--- config.mk ---
export PLATFORM = sky130hd
export DESIGN_NAME = vend_disp_scan
export DESIGN_NICKNAME = d
export VERILOG_FILES = /design/src/rtl/vend_disp_scan.sv
export SDC_FILE = /design/constraint.sdc
export NUM_CORES = 1
export LEC_CHECK = 0
export CORE_UTILIZATION = 60
export CTS_CLUSTER_DIAMETER = 30
export DETAILED_ROUTE_END_ITERATION = 8
export GPL_TIMING_DRIVEN = 0
export PLACE_DENSITY = 0.87
export SLEW_MARGIN = 20
export SYNTH_ARGS = -nofsm -noshare
export SYNTH_HDL_FRONTEND = slang
export SYNTH_SLANG_ARGS = --single-unit
--- constraint.sdc ---
create_clock -name sys_clk -period 3.72 [get_ports sys_clk]
set_input_delay 0.558 -clock sys_clk [delete_from_list [all_inputs] [get_ports sys_clk]]
set_output_delay 0.558 -clock sys_clk [all_outputs]
set_load 0.02 [all_outputs]
--- src/rtl/vend_disp_scan.sv ---
// Seven-segment display back-end: round-robin double-dabble conversion of three amounts
// plus a prescaled 8-digit multiplexed scan with registered digit enables and segments.
module vend_disp_scan #(
   parameter int SCAN_DIV = 100000
) (
   input  logic       sys_clk,
   input  logic       sys_rst_n,
   input  logic [1:0] disp_mode,
   input  logic [7:0] goods_code,
   input  logic [7:0] need_money,
   input  logic [7:0] input_money,
   input  logic [7:0] change_money,
   output logic [7:0] Bit_select,
   output logic [7:0] Seg_select
);

   localparam int PW = (SCAN_DIV > 2) ? $clog2(SCAN_DIV) : 1;

   typedef enum logic [1:0] {LOAD, SHIFT, STORE} cv_state_t;

   cv_state_t   cv_state_q, cv_state_d;
   logic [1:0]  ch_q, ch_d;
   logic [7:0]  bin_q, bin_d;
   logic [11:0] bcd_q, bcd_d;
   logic [2:0]  cnt_q, cnt_d;
   logic [11:0] bcd_ch_q [3];
   logic [11:0] bcd_ch_d [3];
   logic [11:0] bcd_adj;
   logic [19:0] shifted;

   logic [PW-1:0] presc_q, presc_d;
   logic          presc_tc;
   logic [2:0]    idx_q, idx_d;
   logic [7:0]    bit_q, bit_d;
   logic [7:0]    seg_q, seg_d;
   logic [7:0]    pattern;

   function automatic logic [3:0] adj3(input logic [3:0] n);
      return (n >= 4'd5) ? n + 4'd3 : n;
   endfunction

   function automatic logic [7:0] seg_code(input logic [3:0] n);
      case (n)
         4'h0: return 8'hC0;
         4'h1: return 8'hF9;
         4'h2: return 8'hA4;
         4'h3: return 8'hB0;
         4'h4: return 8'h99;
         4'h5: return 8'h92;
         4'h6: return 8'h82;
         4'h7: return 8'hF8;
         4'h8: return 8'h80;
         4'h9: return 8'h90;
         4'hA: return 8'h88;
         4'hB: return 8'h83;
         4'hC: return 8'hC6;
         4'hD: return 8'hA1;
         4'hE: return 8'h86;
         default: return 8'h8E;
      endcase
   endfunction

   // pos 2 = hundreds, 1 = tens, 0 = units; leading zeros blank, units always shown
   function automatic logic [7:0] dec_digit(input logic [11:0] b, input logic [1:0] pos);
      case (pos)
         2'd2:    return (b[11:8] == 4'd0) ? 8'hFF : seg_code(b[11:8]);
         2'd1:    return (b[11:8] == 4'd0 && b[7:4] == 4'd0) ? 8'hFF : seg_code(b[7:4]);
         default: return seg_code(b[3:0]);
      endcase
   endfunction

   always_comb begin
      cv_state_d = cv_state_q;
      ch_d       = ch_q;
      bin_d      = bin_q;
      bcd_d      = bcd_q;
      cnt_d      = cnt_q;
      for (int i = 0; i < 3; i++) bcd_ch_d[i] = bcd_ch_q[i];
      bcd_adj = {adj3(bcd_q[11:8]), adj3(bcd_q[7:4]), adj3(bcd_q[3:0])};
      shifted = {bcd_adj, bin_q} << 1;
      case (cv_state_q)
         LOAD: begin
            case (ch_q)
               2'd0:    bin_d = need_money;
               2'd1:    bin_d = input_money;
               default: bin_d = change_money;
            endcase
            bcd_d      = '0;
            cnt_d      = '0;
            cv_state_d = SHIFT;
         end
         SHIFT: begin
            bcd_d = shifted[19:8];
            bin_d = shifted[7:0];
            cnt_d = cnt_q + 3'd1;
            if (cnt_q == 3'd7) cv_state_d = STORE;
         end
         STORE: begin
            for (int i = 0; i < 3; i++)
               if (ch_q == 2'(i)) bcd_ch_d[i] = bcd_q;
            ch_d       = (ch_q == 2'd2) ? 2'd0 : ch_q + 2'd1;
            cv_state_d = LOAD;
         end
         default: cv_state_d = LOAD;
      endcase
   end

   always_comb begin
      pattern = 8'hFF;
      case (disp_mode)
         2'd0: if (idx_d <= 3'd1) pattern = 8'hBF;
         2'd1: begin
            if (idx_d == 3'd7)      pattern = seg_code(goods_code[7:4]);
            else if (idx_d == 3'd6) pattern = seg_code(goods_code[3:0]);
            else if (idx_d <= 3'd2) pattern = dec_digit(bcd_ch_q[0], idx_d[1:0]);
         end
         2'd2: begin
            if (idx_d >= 3'd5)      pattern = dec_digit(bcd_ch_q[0], 2'(idx_d - 3'd5));
            else if (idx_d <= 3'd2) pattern = dec_digit(bcd_ch_q[1], idx_d[1:0]);
         end
         default: if (idx_d <= 3'd2) pattern = dec_digit(bcd_ch_q[2], idx_d[1:0]);
      endcase
   end

   // enable and segments load on the same edge so a digit never shows its neighbour's pattern
   always_comb begin
      presc_tc = (presc_q == PW'(SCAN_DIV - 1));
      presc_d  = presc_tc ? '0 : presc_q + PW'(1);
      idx_d    = presc_tc ? idx_q + 3'd1 : idx_q;
      bit_d    = bit_q;
      seg_d    = seg_q;
      if (presc_tc) begin
         bit_d = ~(8'd1 << idx_d);
         seg_d = pattern;
      end
   end

   always_ff @(posedge sys_clk or negedge sys_rst_n) begin
      if (!sys_rst_n) begin
         cv_state_q <= LOAD;
         ch_q       <= '0;
         bin_q      <= '0;
         bcd_q      <= '0;
         cnt_q      <= '0;
         for (int i = 0; i < 3; i++) bcd_ch_q[i] <= '0;
         presc_q    <= '0;
         idx_q      <= '0;
         bit_q      <= 8'hFF;
         seg_q      <= 8'hFF;
      end else begin
         cv_state_q <= cv_state_d;
         ch_q       <= ch_d;
         bin_q      <= bin_d;
         bcd_q      <= bcd_d;
         cnt_q      <= cnt_d;
         for (int i = 0; i < 3; i++) bcd_ch_q[i] <= bcd_ch_d[i];
         presc_q    <= presc_d;
         idx_q      <= idx_d;
         bit_q      <= bit_d;
         seg_q      <= seg_d;
      end
   end

   assign Bit_select = bit_q;
   assign Seg_select = seg_q;

endmodule

==> reports/results.txt <==
Detail-routed via count per cell: 6.17. The count of H-tree levels built during CTS came out at 3. For the pin with the worst max-slew slack, the measured transition is 0.694 ns. The run gives 0.408 mV as the peak ir drop on the vdd network. Setup repair after global routing left no endpoint under its margin. Compared with the post-synthesis result, the final layout area differs by 13.1%. At the worst endpoint, the required time is 3.98 ns. Fraction of registers with async set or reset after synthesis: 100%. Across all register-to-register paths, the minimum setup slack is 0.18 ns. The total count of max-transition violations in the final report came out at 0. At the end of routability-driven placement, the weighted congestion stood at 0.938. Once detail routing completed, the nets flagged for antenna violations numbered 0. The worst hold path belongs to the class primary input to asynchronous set/reset pin.

The endpoint of the most critical register-to-register path is Seg_select[2]. For the core box area, the log shows 13,200 sq um. For this run, the top clock speed supported by timing is 282 MHz. The later pin in the worst-skew pair is clocked with a latency of 0.36 ns.

In this run the worst setup path begins at presc_q[0]. For this run, the total global-route usage over all layers was measured as 30.9%. Clock-pin slew was measured on the worst setup and hold paths at 0.07 ns.

The die is 119 microns wide. Summing internal, switching and leakage power gives 4.71 mW. For the number of top-level pins, the log shows 52.

For this run, the post-layout net count is 1,144. Clock skew on the completed layout was measured at 0.00835 ns. The worst flop-to-flop path startpoint is presc_q[0]. The logs give 0 for the initial antenna violation count and 9 for the number of CTS-inserted buffers.

Measured on the finished design, the core utilization comes to 69.6%. The library cell with the largest summed area after synthesis is sky130_fd_sc_hd__dfrtp_1. For the post-route cell area, the log shows 9220 sq um. Fraction of layout instances using a drive strength above 1: 9.74%. The effective utilization at floorplan was 61.5%; the synthesized netlist cell count was 969.

Entering global routing, the biggest net connects 59 pins. In the routed design, unresolved DRC markers number 0. The buffer cell driving the clock tree root is sky130_fd_sc_hd__clkbuf_16.

The run gives 34,800 microns as the wire length of the first global-routing pass. Detailed placement finished with a half-perimeter wire length of 15,900 microns. The number of antenna diodes in the final layout is 0. The via count of the first global-routing pass came out at 7,099. The worst register-to-register path has a depth of 11. The most used flip-flop cell after synthesis is sky130_fd_sc_hd__dfrtp_1. For the finished layout, the period the worst path requires is 3.54 ns.

TritonCTS built the clock tree. Counting distinct cell types in the post-synthesis netlist gives 81. The area share of the largest cell type after synthesis is 25.5%, and the number of I/O port buffers is 49.

The maximum clock path buffer count is 2, and the leakage power is 3.88 nW. For this run, the number of Yosys warnings is 0. The area of the die came out at 14,000 sq um. The flow ran to the end, and the final reports show no timing, DRC or antenna violations. Areal power density over the cells: 511 nW/um^2. The worst setup path is captured at a flop.

In this run, synthesis produced a sequential element count of 98. The total of hold buffers inserted after clock tree synthesis was 0. In this run the mean area of a mapped cell was 8.41 sq um. The tree built by TritonCTS fans out to 98 sinks. The total congestion overflow after global routing came out at 0.

The die is 119 microns tall. The first-pass detailed-route iteration total came out at 5. The critical path is of the flop to flop type.

The share of the Yosys chip area taken by registers is 30.3%. Dividing the detail-routed wire length by the instance count gives 17.3 microns. The logs give 3.80 ns for the worst path arrival time and 0 for the number of setup violations in the final report. Counting flops with a built-in enable in the synthesized netlist gives 0. Row generation in the floorplan step produced 42 rows.

In this run the cell area measured after placement is 8890 sq um. In this run the worst path has a maximum fanout of 10. Counting every net in the synthesized netlist gives 1,081.

The tool flagged a number of max-cap violations equal to 0. The final layout contains routed wiring with a total length of 21,000 microns. By area the synthesized netlist is led by sky130_fd_sc_hd__dfrtp_1, sky130_fd_sc_hd__ha_1, sky130_fd_sc_hd__o21ai_0.

The tools report the critical path launch point type as a flop. For this block, the initial DRC count from the detailed router was 700. The worst pin sits at a relative slew slack of 53.7%. In this run the cell area of the synthesized design comes to 8150 sq um. The hold violation count in the final report was 0.

The tools report the total vias in the final route as 7,480. After layout, the worst path uses 95.3% of the clock period.
## report_power, final
| part | internal (mW) | switching [mW] | total (mW) | leakage [nW] |
|---|---|---|---|---|
| Sequential | 1.23 | 0.290 | 1.52 | 1.23 |
| Clock | 0.532 | 0.448 | 0.979 | 0.148 |
| Combinational | 0.958 | 1.25 | 2.21 | 2.50 |
| Total | 2.72 | 1.99 | 4.71 | 3.88 |
## repair_timing
| item | 4_1_cts | 5_1_grt |
|---|---|---|
| setup buffers | 1 | 2 |
| setup endpoints to repair | 7 | 4 |
| endpoints found under the hold margin | 0 | 0 |
| gates resized for setup | 0 | 7 |
| pin swaps | 1 | 0 |
## critical path: stages, from the launching register on
cell and delay (ns):
sky130_fd_sc_hd__dfrtp_1 0.40, sky130_fd_sc_hd__ha_1 0.22, sky130_fd_sc_hd__and4_4 0.23, sky130_fd_sc_hd__buf_6 0.12, sky130_fd_sc_hd__nand4_4 0.27, sky130_fd_sc_hd__mux2i_4 0.33
sky130_fd_sc_hd__ha_2 0.49, sky130_fd_sc_hd__clkbuf_1 0.48, sky130_fd_sc_hd__a41o_1 0.28, sky130_fd_sc_hd__a31oi_1 0.10, sky130_fd_sc_hd__a211oi_1 0.38, sky130_fd_sc_hd__a31oi_1 0.13
## cell usage in the layout (no fill, tap or decap), types with 5 or more instances in the layout
master                            synthesis  final
sky130_fd_sc_hd__and2_1                   7      7
sky130_fd_sc_hd__inv_1                   49     48
sky130_fd_sc_hd__mux2i_1                 29     29
sky130_fd_sc_hd__a221oi_1                 9      9
sky130_fd_sc_hd__o31ai_1                  5      5
sky130_fd_sc_hd__o21ai_0                 87     87
sky130_fd_sc_hd__a211oi_1                22     22
sky130_fd_sc_hd__o21a_1                   5      5
sky130_fd_sc_hd__nor2_1                  94     94
sky130_fd_sc_hd__clkbuf_16                0      9
sky130_fd_sc_hd__mux2_2                  20     20
sky130_fd_sc_hd__o311ai_0                 5      5
sky130_fd_sc_hd__nor3b_1                  7      7
sky130_fd_sc_hd__buf_4                    6      9
sky130_fd_sc_hd__xor2_1                   7      7
sky130_fd_sc_hd__nor3_1                  19     19
sky130_fd_sc_hd__nand3_1                 19     19
sky130_fd_sc_hd__a31oi_1                 20     20
sky130_fd_sc_hd__dfrtp_1                 83     83
sky130_fd_sc_hd__mux4_2                   5      5
sky130_fd_sc_hd__dfstp_2                 15     15
sky130_fd_sc_hd__a22o_1                   6      6
sky130_fd_sc_hd__clkdlybuf4s50_1          0     48
sky130_fd_sc_hd__xnor2_1                  9      9
sky130_fd_sc_hd__o22ai_1                 12     12
sky130_fd_sc_hd__clkbuf_1                45     43
sky130_fd_sc_hd__nor2b_1                 18     18
sky130_fd_sc_hd__nand2_1                106    105
sky130_fd_sc_hd__o211ai_1                14     14
sky130_fd_sc_hd__nand2b_1                17     17
sky130_fd_sc_hd__a21oi_1                 64     64
sky130_fd_sc_hd__ha_1                    76     75
## kinds of logic (layout without fill, tap and decap cells)
logic type                 count (synthesis)  after routing  share of synthesized area, %
and+or+nand+nor                          321            321                          19.1
AOI/OAI and AO/OA                        291            291                          22.8
DFF                                       98             98                          30.3
other                                      1              1                        0.0460
xor gates and xnor gates                  17             17                          2.06
buffers and inverters                    108            176                          5.61
muxes                                     57             57                          8.35
adders and majority gates                 76             76                          11.7
## per-layer routing
layer	vias up	part of all wire [%]	global-route usage (%)
li1	3621	-	-
met1	3533	43	41.9
met2	269	46	48.6
met3	57	7.4	4.68
met4	0	3.4	14.5
met5	-	0	0
## cells in the mapped netlist (4+ instances only)
| cell type | instances |
|---|---|
| sky130_fd_sc_hd__nand2_1 | 106 |
| sky130_fd_sc_hd__nor2_1 | 94 |
| sky130_fd_sc_hd__o21ai_0 | 87 |
| sky130_fd_sc_hd__dfrtp_1 | 83 |
| sky130_fd_sc_hd__ha_1 | 76 |
| sky130_fd_sc_hd__a21oi_1 | 64 |
| sky130_fd_sc_hd__inv_1 | 49 |
| sky130_fd_sc_hd__clkbuf_1 | 45 |
| sky130_fd_sc_hd__mux2i_1 | 29 |
| sky130_fd_sc_hd__a211oi_1 | 22 |
| sky130_fd_sc_hd__a31oi_1 | 20 |
| sky130_fd_sc_hd__mux2_2 | 20 |
| sky130_fd_sc_hd__nand3_1 | 19 |
| sky130_fd_sc_hd__nor3_1 | 19 |
| sky130_fd_sc_hd__nor2b_1 | 18 |
| sky130_fd_sc_hd__nand2b_1 | 17 |
| sky130_fd_sc_hd__dfstp_2 | 15 |
| sky130_fd_sc_hd__o211ai_1 | 14 |
| sky130_fd_sc_hd__o22ai_1 | 12 |
| sky130_fd_sc_hd__a221oi_1 | 9 |
| sky130_fd_sc_hd__xnor2_1 | 9 |
| sky130_fd_sc_hd__and2_1 | 7 |
| sky130_fd_sc_hd__nor3b_1 | 7 |
| sky130_fd_sc_hd__xor2_1 | 7 |
| sky130_fd_sc_hd__a22o_1 | 6 |
| sky130_fd_sc_hd__buf_4 | 6 |
| sky130_fd_sc_hd__mux4_2 | 5 |
| sky130_fd_sc_hd__o21a_1 | 5 |
| sky130_fd_sc_hd__o311ai_0 | 5 |
| sky130_fd_sc_hd__o31ai_1 | 5 |
| sky130_fd_sc_hd__o221ai_1 | 4 |
| sky130_fd_sc_hd__or2_2 | 4 |
| sky130_fd_sc_hd__or3_1 | 4 |
## sequential cells by signal, summed over array words and instances (netlist names), 3 cells and up
name / count
bcd_ch_q: 36
presc_q: 17
Seg_select: 7
idx_q: 3
cnt_q: 3
bin_q: 8
bcd_q: 12
Bit_select: 8
## how the worst max path moves through the flow
stage	to	slack, ns	cells past startpoint
3_3_place_gp	cnt_q[1]	-1.55	1
4_1_cts	Seg_select[0]	0.09	13
5_1_grt	Seg_select[0]	0.04	13
6_report	Seg_select[2]	0.18	11
2_1_floorplan	Seg_select[0]	0.52	14
3_5_place_dp	Seg_select[3]	-0.27	13
## through the flow
stage | cells | TNS [ns] | hold WS (ns) | worst slack, ns
after floorplan | 969 | 0 | 0.262 | 0.522
after global placement | 1194 | -134.22 | 0.466 | -1.55
after detailed placement | 1195 | -1.38 | 0.474 | -0.275
after CTS | 1211 | 0 | 0.118 | 0.0850
after global routing | 1213 | 0 | 0.149 | 0.0446
final | 1213 | 0 | 0.114 | 0.175
## layout make-up
cell class                      count  area (sq um)
Multi-Input combinational cell    763          5230
Fill cell                        1057          4030
Sequential cell                    98          2470
Timing Repair Buffer               53           542
Buffer                             56           264
Clock buffer                       10           229
Tap cell                          176           220
Inverter                           51           191
Clock inverter                      6          73.8
(Power assumes the default switching activity.)
